<file path="src/rtl/pixel_pack_writer.sv">
// Packs an 8-bit valid/ready pixel stream into 32-bit words and drives the
// frame RAM write port for one transfer of programmed base address and length.
module pixel_pack_writer #(
  parameter int          ADDR_W   = 18,
  parameter logic [7:0]  PAD_BYTE = 8'h00
) (
  input  logic              clk,
  input  logic              reset,
  input  logic              start,
  input  logic [ADDR_W-1:0] base_addr,
  input  logic [ADDR_W-1:0] length,
  input  logic              pix_valid,
  input  logic [7:0]        pix_data,
  output logic              pix_ready,
  output logic [31:0]       data,
  output logic [ADDR_W-1:0] wraddress,
  output logic              wren,
  output logic              busy,
  output logic              done,
  output logic [ADDR_W-1:0] words_written
);

  typedef enum logic [1:0] {IDLE, PACK, FLUSH, DONE} state_t;

  state_t            state, state_next;
  logic [1:0]        lane;
  logic [ADDR_W-1:0] cnt;
  logic [ADDR_W-1:0] len_q;
  logic [ADDR_W-1:0] addr_q;
  logic [31:0]       word_q;
  logic [31:0]       word_next;
  logic              accept;
  logic              last_pix;
  logic              write_now;

  // Opening a new word pre-fills the upper lanes with PAD_BYTE, so a final
  // partial word is already padded when FLUSH writes it.
  function automatic logic [31:0] insert_byte(input logic [31:0] w,
                                              input logic [1:0]  l,
                                              input logic [7:0]  b);
    logic [31:0] r;
    if (l == 2'd0) begin
      r = {PAD_BYTE, PAD_BYTE, PAD_BYTE, b};
    end else begin
      r = w;
      r[{l, 3'b000} +: 8] = b;
    end
    return r;
  endfunction

  always_comb begin
    accept     = (state == PACK) && pix_ready && pix_valid;
    last_pix   = accept && ((cnt + ADDR_W'(1)) == len_q);
    write_now  = (accept && (lane == 2'd3)) || (state == FLUSH);
    word_next  = insert_byte(word_q, lane, pix_data);
    state_next = state;
    case (state)
      IDLE: begin
        if (start) begin
          state_next = (length == '0) ? DONE : PACK;
        end
      end
      PACK: begin
        if (last_pix) begin
          state_next = (lane == 2'd3) ? DONE : FLUSH;
        end
      end
      FLUSH:   state_next = DONE;
      DONE:    state_next = IDLE;
      default: state_next = IDLE;
    endcase
  end

  always_ff @(posedge clk) begin
    if (reset) begin
      state <= IDLE;
    end else begin
      state <= state_next;
    end
  end

  // Registered outputs and datapath; reset abandons any transfer in flight.
  always_ff @(posedge clk) begin
    if (reset) begin
      pix_ready     <= 1'b0;
      data          <= '0;
      wraddress     <= '0;
      wren          <= 1'b0;
      busy          <= 1'b0;
      done          <= 1'b0;
      words_written <= '0;
      lane          <= 2'd0;
      cnt           <= '0;
    end else begin
      pix_ready <= (state_next == PACK);
      busy      <= (state_next != IDLE);
      done      <= (state == DONE);
      wren      <= write_now;

      if ((state == IDLE) && start) begin
        addr_q        <= base_addr;
        len_q         <= length;
        words_written <= '0;
        cnt           <= '0;
        lane          <= 2'd0;
      end

      if (accept) begin
        word_q <= word_next;
        lane   <= lane + 2'd1;
        cnt    <= cnt + ADDR_W'(1);
      end

      if (write_now) begin
        data          <= (state == FLUSH) ? word_q : word_next;
        wraddress     <= addr_q;
        addr_q        <= addr_q + ADDR_W'(1);
        words_written <= words_written + ADDR_W'(1);
      end
    end
  end

endmodule
</file>
<file path="config.mk">
export PLATFORM = sky130hd
export DESIGN_NAME = pixel_pack_writer
export DESIGN_NICKNAME = d
export VERILOG_FILES = /design/src/rtl/pixel_pack_writer.sv
export SDC_FILE = /design/constraint.sdc
export NUM_CORES = 1
export LEC_CHECK = 0
export BUFFER_PORTS_ARGS = -buffer_cell sky130_fd_sc_hd__buf_2
export CORE_MARGIN = 2
export CORE_UTILIZATION = 35
export DETAILED_ROUTE_END_ITERATION = 10
export GPL_TIMING_DRIVEN = 0
export SLEW_MARGIN = 15
export SYNTH_ARGS = -nofsm -noshare
export SYNTH_HDL_FRONTEND = slang
export SYNTH_SLANG_ARGS = --single-unit
</file>
<file path="constraint.sdc">
create_clock -name clk -period 4.55 [get_ports clk]
set_input_delay 0.6825 -clock clk [delete_from_list [all_inputs] [get_ports clk]]
set_output_delay 0.6825 -clock clk [all_outputs]
set_load 0.01 [all_outputs]
</file>
==> results by group <==
Route
  – Antenna viol nets, final: 0
  – Initial DRT Pass Iterations: 5
  – Vias per inst: 5.19
  – DRC errors left: 0
  – Via count: between 6000 and 7000
  – DR iter-0 viols: 457
  – Routed len/inst: 16.1 µm
  – Final WL: 21000 µm

Floorplan
  – Vert. Die Dim: 153 µm
  – FP Rows: 54
  – Die X: 153 µm
  – Ports: 120
  – Initial Utilization: 0.355
  – Die Area: 0.0233 mm²
  – Core area: 0.0218 mm²

Worst setup path
  – Worst stage delay on the critical path: 0.53 ns
  – Worst-path cell chain: clkbuf_1, and4b_1, clkbuf_1, a21oi_1, clkbuf_1, a21oi_2, buf_8
  – Crit path buffers/inverters: 4
  – CP Launch Type: flop
  – Crit path max fanout: 11
  – Slowest CP cell: a21oi_2
  – Crit. End Element: flop
  – Top delay family on crit path: buffers and inverters
  – Crit-path most repeated cell: clkbuf_1
  – CP required: 4.68 ns
  – Arr. time, crit path: ~3.0 ns
  – Setup CP Type: reg2reg

STA
  – Tmin final: about 2.8 ns
  – Fin crit share: 0.622
  – Fin. Hold Viols: 0
  – Setup TNS: 0 ns
  – Slew @ Worst Pin: 0.690 ns
  – Final Setup Violations: 0
  – Highest Clock Rate: 353 MHz
  – Max-slew violation count: 0
  – Unrepaired setup endpoints after global routing: false
  – Worst-case clock skew: 0.0104 ns
  – Slew headroom: 0.540

CTS
  – CTS resizes: 0
  – Clock sinks: 162
  – Htree depth: 4
  – # Post-CTS Setup Buffers: 0
  – Later-pin clock latency in the skew report: approximately 0.43 ns
  – Root Driver: clkbuf_16
  – CTS clk-pin slew, worst paths: 0.06 ns
  – Clock tree buffer depth: 2
  – CTS buffer count: 17
  – Hold_buf cts: 0
  – CTS tree: done

Final layout
  – Fillers: 2207
  – Antenna diodes: 0
  – Layout cells sized above 1: 0.179
  – P&R area growth vs syn: 20.1%
  – Layout Nets: 1066

Synth
  – Cell with the most instances after synthesis: nand2_1
  – Area contributors post-synth: edfxtp_1, dfxtp_1, nand2_1
  – Register area share after synthesis: 0.508
  – Warnings, synthesis: 0
  – Mapped Area: just under 0.008 mm²
  – Ys async rst share: 0
  – Most used DFF post-synth: dfxtp_1
  – Syn avg cell area: 8.86 µm²
  – Yosys top cell area share: 0.264
  – Commonest cells in the netlist: nand2_1, nor2_1, dfxtp_1, a21oi_1, edfxtp_1
  – Number of flops mapped to enable cells by yosys: 68
  – Synth cell types: 55
  – Post-Syn Instances: 871
  – Synthesis-stage register bit count: 162
  – Largest area contributor in the netlist: edfxtp_1
  – Net Count, Synth: slightly above 900

Global routing
  – Initial antenna violation count: 0
  – Pin count of the biggest net entering global routing: 19
  – Overall routing resource usage: 0.182
  – First-pass GRT wire length: 34300 µm
  – Total grt overflow: 0
  – Vias in the first global route: 6489

Pwr
  – VDD IR max: 0.000208 V
  – Pwr Total: just over 0.003 W
  – Pwr/cell area: 325 mW/mm²
  – P_leak: 3.44 nW

Place
  – Dpl hpwl: approximately 15000 µm
  – Final Wtd Congestion: 0.865
  – IO buf count: 118

Min path
  – Min-Delay Path Class: in2reg

Run
  – Max Cap Viol: 0

Outcome
  – Status: complete, no violations
## power breakdown
group	total, W	leakage [nW]	switching [W]	internal (W)
combinational	0.000138	1.79	0.0000877	0.0000508
clock	0.00134	0.267	0.000618	0.000718
sequential	0.00154	1.38	0.0000133	0.00153
total	0.00302	3.44	0.000719	0.00230
## routing by layer
layer | global-route usage | share of wire
met4 | 0.0476 | 0.014
met1 | 0.254 | 0.48
met2 | 0.288 | 0.45
met5 | 0 | 0
met3 | 0.0384 | 0.061
## worst paths after layout
kind                      from      endpoint  slack [ns]  cells after the start
hold reg to reg   wraddress[4]  wraddress[4]        0.45                      2
hold / removal       length[0]      len_q[0]        0.45                      1
setup reg to reg      state[1]    addr_q[12]        1.72                      7
setup / recovery      state[1]    addr_q[12]        1.72                      7
## layout by cell type (no fill, tap or decap), types with 4 or more instances in the layout
master	synthesis	layout
a21oi_1	75	74
a22oi_1	5	5
a311oi_1	26	26
a31oi_1	7	7
and2_1	5	5
and3_1	15	15
and4_1	6	6
buf_1	4	4
buf_2	6	124
clkbuf_1	50	50
clkbuf_16	0	17
clkinv_2	0	4
clkinv_4	0	4
dfxtp_1	94	94
edfxtp_1	68	68
ha_1	7	7
inv_1	6	6
inv_6	0	4
mux2_2	9	9
nand2_1	147	147
nand2b_1	19	19
nand3_1	40	40
nand4_1	9	9
nor2_1	102	100
nor3_1	16	16
nor4_1	14	14
o21ai_0	56	56
xnor2_1	20	20
xor2_1	19	19
## cell type report
| cell class | count | area [µm²] | share of cell area |
|---|---|---|---|
| clock inverter | 14 | 105 | 0.0113 |
| multi-input combinational | 639 | 3530 | 0.381 |
| tap | 280 | 350 | 0.0378 |
| inverter | 8 | 30.0 | 0.00324 |
| clock buffer | 18 | 439 | 0.0474 |
| timing repair buffer | 121 | 644 | 0.0695 |
| sequential | 162 | 3920 | 0.423 |
| buffer | 62 | 248 | 0.0267 |
## worst reg2reg max path, delay by kind of cell, from the launching register on
kind / cells / cell delay (ns)
DFF: 1 / 0.29
AOI/OAI and AO/OA: 2 / 0.83
buffers and inverters: 4 / 1.13
and+or+nand+nor: 1 / 0.28
## state kept, by name (all words and copies together) (netlist names)
signal / count
len_q: 18
words_written: 18
data: 32
state: 2
pix_ready: 1
done: 1
wraddress: 18
word_q: 32
addr_q: 18
wren: 1
busy: 1
lane: 2
cnt: 18
## per-stage QoR
| step | setup WS (ns) | utilization | hold WS (ns) | std cells | area, µm² |
|---|---|---|---|---|---|
| 2_1_floorplan | 1.48 | - | 0.476 | 871 | 7720 |
| 3_3_place_gp | 0.231 | 0.398 | 0.437 | 1269 | 8660 |
| 3_5_place_dp | 1.46 | 0.401 | 0.443 | 1272 | 8730 |
| 4_1_cts | 1.69 | 0.426 | 0.434 | 1304 | 9270 |
| 5_1_grt | 1.46 | 0.426 | 0.430 | 1304 | 9270 |
| 6_report | 1.72 | 0.426 | 0.445 | 1304 | 9270 |
## logic make-up after synthesis
kind of cell / synth area share
compound gates: 0.146
xor+xnor: 0.0442
fa+ha+maj: 0.0113
buf+inv: 0.0360
flops: 0.508
mux: 0.0131
simple gates: 0.241
No activity file was read; power rests on OpenSTA's default activity.
